--- src/rtl/cpu_pkg.sv ---
// Shared CPU datapath constants: default widths and LC-3 NZP condition-code encodings.
package cpu_pkg;

  localparam int unsigned DATA_W_DEF = 16;
  localparam int unsigned ADDR_W_DEF = 3;

  typedef logic [2:0] nzp_t;

  localparam nzp_t CC_N    = 3'b100;
  localparam nzp_t CC_Z    = 3'b010;
  localparam nzp_t CC_P    = 3'b001;
  localparam nzp_t NZP_RST = CC_Z;

endpackage

--- src/rtl/cc_gen.sv ---
// Combinational NZP generator: classifies a data word as negative, zero or positive.
module cc_gen #(
  parameter int unsigned DATA_W = cpu_pkg::DATA_W_DEF
) (
  input  logic [DATA_W-1:0] i_data,
  output logic [2:0]        o_nzp
);
  import cpu_pkg::*;

  always_comb begin
    o_nzp = CC_P;
    if (i_data[DATA_W-1])   o_nzp = CC_N;
    else if (i_data == '0)  o_nzp = CC_Z;
  end

endmodule

--- src/rtl/regfile_sb.sv ---
// Register file with 2 read ports, 1 write port, optional write-to-read bypass,
// per-register busy scoreboard and NZP condition-code register.
module regfile_sb #(
  parameter int unsigned DATA_W = cpu_pkg::DATA_W_DEF,
  parameter int unsigned ADDR_W = cpu_pkg::ADDR_W_DEF,
  parameter bit          BYPASS = 1'b1
) (
  input  logic              clk,
  input  logic              rst_n,
  input  logic              we,
  input  logic [ADDR_W-1:0] waddr,
  input  logic [DATA_W-1:0] wdata,
  input  logic              cc_we,
  input  logic [ADDR_W-1:0] ra1,
  input  logic [ADDR_W-1:0] ra2,
  output logic [DATA_W-1:0] rd1,
  output logic [DATA_W-1:0] rd2,
  output logic              busy1,
  output logic              busy2,
  input  logic              iss_valid,
  input  logic [ADDR_W-1:0] iss_dr,
  output logic [2:0]        nzp,
  input  logic [ADDR_W-1:0] dbg_addr,
  output logic [DATA_W-1:0] dbg_data
);
  import cpu_pkg::*;

  localparam int unsigned NUM_REGS = 2**ADDR_W;

  logic [DATA_W-1:0]   r_mem [NUM_REGS];
  logic [NUM_REGS-1:0] r_busy;
  logic [2:0]          r_nzp;

  logic [NUM_REGS-1:0] w_busy_nxt;
  logic [2:0]          w_cc_nzp;
  logic                w_fwd1;
  logic                w_fwd2;

  cc_gen #(.DATA_W(DATA_W)) u_cc_gen (
    .i_data (wdata),
    .o_nzp  (w_cc_nzp)
  );

  // Issue is applied after the writeback clear so a same-edge issue wins.
  always_comb begin
    w_busy_nxt = r_busy;
    if (we)        w_busy_nxt[waddr]  = 1'b0;
    if (iss_valid) w_busy_nxt[iss_dr] = 1'b1;
  end

  always_ff @(posedge clk or negedge rst_n) begin
    if (!rst_n) begin
      for (int unsigned i = 0; i < NUM_REGS; i++) r_mem[i] <= '0;
      r_busy <= '0;
      r_nzp  <= NZP_RST;
    end else begin
      if (we) begin
        r_mem[waddr] <= wdata;
        if (cc_we) r_nzp <= w_cc_nzp;
      end
      r_busy <= w_busy_nxt;
    end
  end

  // Forwarding is suppressed in reset so the read ports show the cleared state.
  always_comb begin
    w_fwd1 = BYPASS && rst_n && we && (waddr == ra1);
    w_fwd2 = BYPASS && rst_n && we && (waddr == ra2);
  end

  always_comb begin
    rd1      = w_fwd1 ? wdata : r_mem[ra1];
    rd2      = w_fwd2 ? wdata : r_mem[ra2];
    busy1    = r_busy[ra1] & ~w_fwd1;
    busy2    = r_busy[ra2] & ~w_fwd2;
    nzp      = r_nzp;
    dbg_data = r_mem[dbg_addr];
  end

endmodule
--- config.mk ---
export PLATFORM = sky130hd
export DESIGN_NAME = regfile_sb
export DESIGN_NICKNAME = d
export VERILOG_FILES = /design/src/rtl/cpu_pkg.sv /design/src/rtl/cc_gen.sv /design/src/rtl/regfile_sb.sv
export SDC_FILE = /design/constraint.sdc
export NUM_CORES = 1
export LEC_CHECK = 0
export CELL_PAD_IN_SITES_DETAIL_PLACEMENT = 1
export CELL_PAD_IN_SITES_GLOBAL_PLACEMENT = 1
export CORE_MARGIN = 3
export CORE_UTILIZATION = 53
export CTS_CLUSTER_DIAMETER = 120
export DETAILED_ROUTE_END_ITERATION = 8
export PLACE_DENSITY = 0.88
export SETUP_SLACK_MARGIN = 0.2
export SYNTH_ARGS = -nofsm -noshare
export SYNTH_HDL_FRONTEND = slang
export SYNTH_SLANG_ARGS = --single-unit
--- constraint.sdc ---
create_clock -name clk -period 6.1 [get_ports clk]
set_input_delay 0.915 -clock clk [delete_from_list [all_inputs] [get_ports clk]]
set_output_delay 0.915 -clock clk [all_outputs]
set_load 0.02 [all_outputs]
==> flow_summary.rst <==
.. list-table::
   :header-rows: 1

   * - Metric
     - Value
   * - Multiplexer area fraction after synthesis
     - 0.532
   * - Critical Setup Path Class
     - input pin to primary output
   * - Leading cell types in the layout, fill and taps excluded
     - mux2_2, dfrtp_1, mux4_2
   * - Number of cells produced by synthesis
     - 563
   * - Final worst clock skew
     - 0 ps
   * - Post-synthesis sequential element count
     - 139
   * - Total chip power
     - 3.62 mW
   * - Min cycle time layout
     - 4690 ps
   * - Pre-antenna DRT Iters
     - 5
   * - Clock Latency Late Sink
     - 430 ps
   * - Crit path from
     - waddr[2]
   * - Number of filler instances in the final layout
     - 1,434
   * - Number of buffers inserted to repair setup after CTS
     - 0
   * - Crit path largest cell delay
     - 740 ps
   * - Share of the cycle needed by the critical path after routing
     - 0.769
   * - Total GRT Usage
     - 0.312
   * - Number of diodes
     - 0
   * - Post-CTS resize count
     - 0
   * - Library cell used as clock root buffer
     - clkbuf_16
   * - Actual transition at the worst max-transition pin
     - 1300 ps
   * - Antenna violations before repair
     - 0
   * - WP depth
     - 6
   * - Clock transition at the registers of the reported paths
     - 60 ps
   * - Post-detailed-route DRC marker count
     - 0
   * - Simple-gate share of the synthesized area
     - 0.0230
   * - Highest-delay cell along the critical path
     - or4_1
   * - Max Root-Sink Buffers
     - 2
   * - Die span in x
     - 135 um
   * - Via density per instance
     - 6.90
   * - Height of the die
     - 135 um
   * - Largest family of logic cells by synthesized area
     - multiplexers
   * - Path category of the worst min-delay check
     - flop to flop
   * - Relative slew slack
     - 0.131
   * - Sequential cell area
     - 3480 um^2
   * - Die Outline Area
     - 18,200 um^2
   * - Deepest level of the CTS H-tree
     - 4
   * - Tightest hold margin
     - 493 ps
   * - PwrDens
     - 348 nW/um^2
   * - Total placed instance area
     - 9800 um^2
   * - Layout Nets
     - 666
   * - Number of hold violations in the final report
     - 0
   * - Number of global-route vias before repair
     - 6,534
   * - Effective utilization at floorplan
     - 0.548
   * - # IOs
     - 89
   * - Count of buffers inserted at the top-level ports
     - 88
   * - Std cell rows
     - 46
   * - Iter 0 DRT Violations
     - 423
   * - Area grow syn2layout
     - 17.6%
   * - GP Congestion
     - 0.822
   * - Via count
     - 5,919
   * - Cells on worst reg2reg path
     - 1
   * - Combined buffer and inverter count along the critical path
     - 3
   * - Post-route design area
     - 10,400 um^2
   * - Top cell by count, worst path
     - clkdlybuf4s50_1
   * - TritonCTS clock tree
     - built
   * - Number of cells traversed by the worst hold path
     - 2
   * - Startpoint kind of the worst setup timing path
     - input pin
   * - DRT antenna net count
     - 0
   * - Crit Reg-Reg Endpoint
     - r_mem[92]
   * - Sum of routed wire length over all layers
     - 27.0 mm
   * - Max-slew violation count
     - 0
   * - Status
     - completed
   * - Yosys cell types
     - 28
   * - Reg-to-Reg Start
     - r_mem[92]
   * - P_leak
     - 4.14 nW
   * - Number of max-capacitance violations reported
     - 0
   * - Total global routing overflow
     - 0
   * - HPWL after detailed placement
     - 16.9 mm
   * - Per-instance average area after synthesis
     - 15.7 um^2
   * - Post-synthesis instance area
     - 8830 um^2
   * - Worst path cell trace
     - clkdlybuf4s50_1 -> xor2_1 -> or4_1 -> buf_4 -> mux2_4 -> clkdlybuf4s50_1
   * - Max IR drop VDD
     - 0.000222 V
   * - Area share of fa/ha/maj cells after synthesis
     - 0
   * - Post-CTS Hold Buffers
     - 0
   * - Wire length per cell
     - 31.4 um
   * - Setup repair after global routing missed its margin
     - false
   * - Sequential element share of the synthesized area
     - 0.394
   * - Total nets after synthesis
     - 599
   * - Clock sink count
     - 139
   * - Yosys warning total
     - 0
   * - Area of combinational cells with multiple inputs
     - 5010 um^2
   * - Leading cell type in the layout, fill and taps excluded
     - mux2_2
   * - Endpoint required time on the critical path
     - 5180 ps
   * - Maximum net fanout on the critical path
     - 11
   * - Category of the worst setup path capture point
     - primary output
   * - Terminating pin of the worst hold path
     - nzp[1]
   * - Maximum clock frequency
     - 213 MHz
   * - Number of buffers created by CTS
     - 17
   * - Core outline area
     - 16,100 um^2
   * - Synth Area in Compound Gates
     - 0.00723
   * - Area share of xor/xnor cells in the synthesized design
     - 0.00595
   * - Internal reg-to-reg setup slack
     - 5230 ps
   * - Setup violators final
     - 0
   * - Largest delay contributor family on the critical path
     - buffers and inverters
   * - Worst endpoint data arrival time
     - 3780 ps
   * - Largest net degree at the start of global routing
     - 72
   * - Proportion of layout cells with a drive suffix above 1
     - 0.559
   * - Final setup TNS
     - 0 ps
   * - Hold wc startpoint
     - nzp[1]
   * - First-pass GRT wire length
     - 41.3 mm
[per-stage QoR]
| stage | utilization | cells | setup slack [ps] |
|---|---|---|---|
| after floorplan | - | 563 | 2740 |
| after global placement | 0.608 | 827 | 1440 |
| after detailed placement | 0.608 | 827 | 1420 |
| after CTS | 0.644 | 858 | 1410 |
| after global routing | 0.644 | 858 | 1310 |
| final | 0.644 | 858 | 1410 |
[cells in the mapped netlist, drive strengths merged]
cell type,count,area (um^2)
and2,2,12.5
dfrtp,138,3450
nand2,10,37.5
o21ai,5,25.0
nor4,4,25.0
o22ai,2,12.5
nor3,2,20.0
nor2,1,3.75
buf,33,213
or4,2,15.0
inv,4,15.0
mux2,211,2440
clkbuf,28,105
nand4,2,12.5
nor3b,2,25.0
a22o,1,8.76
nand4b,3,26.3
mux4,100,2250
o32ai,2,17.5
dfstp,1,26.3
xor2,6,52.6
nand2b,4,25.0
[layout make-up]
class,instances,share of cell area
multi-input cells,359,0.483
flip-flops and latches,139,0.335
repair buffers,109,0.0983
clock buffers,25,0.0477
well taps,216,0.0260
clock inverters,6,0.00832
inverters,4,0.00145
[registers in the layout, indices dropped and copies added (netlist names)]
register	flops
r_mem	128
r_busy	8
nzp	3
[power by group]
part / internal (mW) / switching (mW)
Clock: 0.643 / 0.409
Combinational: 0.741 / 0.489
Sequential: 1.12 / 0.211
[layer usage]
metal / share of wire / vias to the layer above / global-route usage
li1: - / 2353 / -
met1: 0.40 / 3224 / 0.400
met2: 0.51 / 288 / 0.522
met3: 0.070 / 54 / 0.0734
met4: 0.028 / 0 / 0.120
met5: 0 / - / 0
[worst max-delay path by stage]
stage,endpoint
after floorplan,rd1[10]
after global placement,rd2[14]
after detailed placement,rd2[15]
after CTS,rd1[12]
after global routing,rd2[15]
final,rd1[12]
[logic make-up (layout without fill, tap and decap cells)]
kind of cell	after synthesis	in the layout
buffers and inverters	65	144
DFF	139	139
and+or+nand+nor	32	32
AOI/OAI and AO/OA	10	10
xor gates and xnor gates	6	6
muxes	311	311
(Power assumes the default switching activity.)
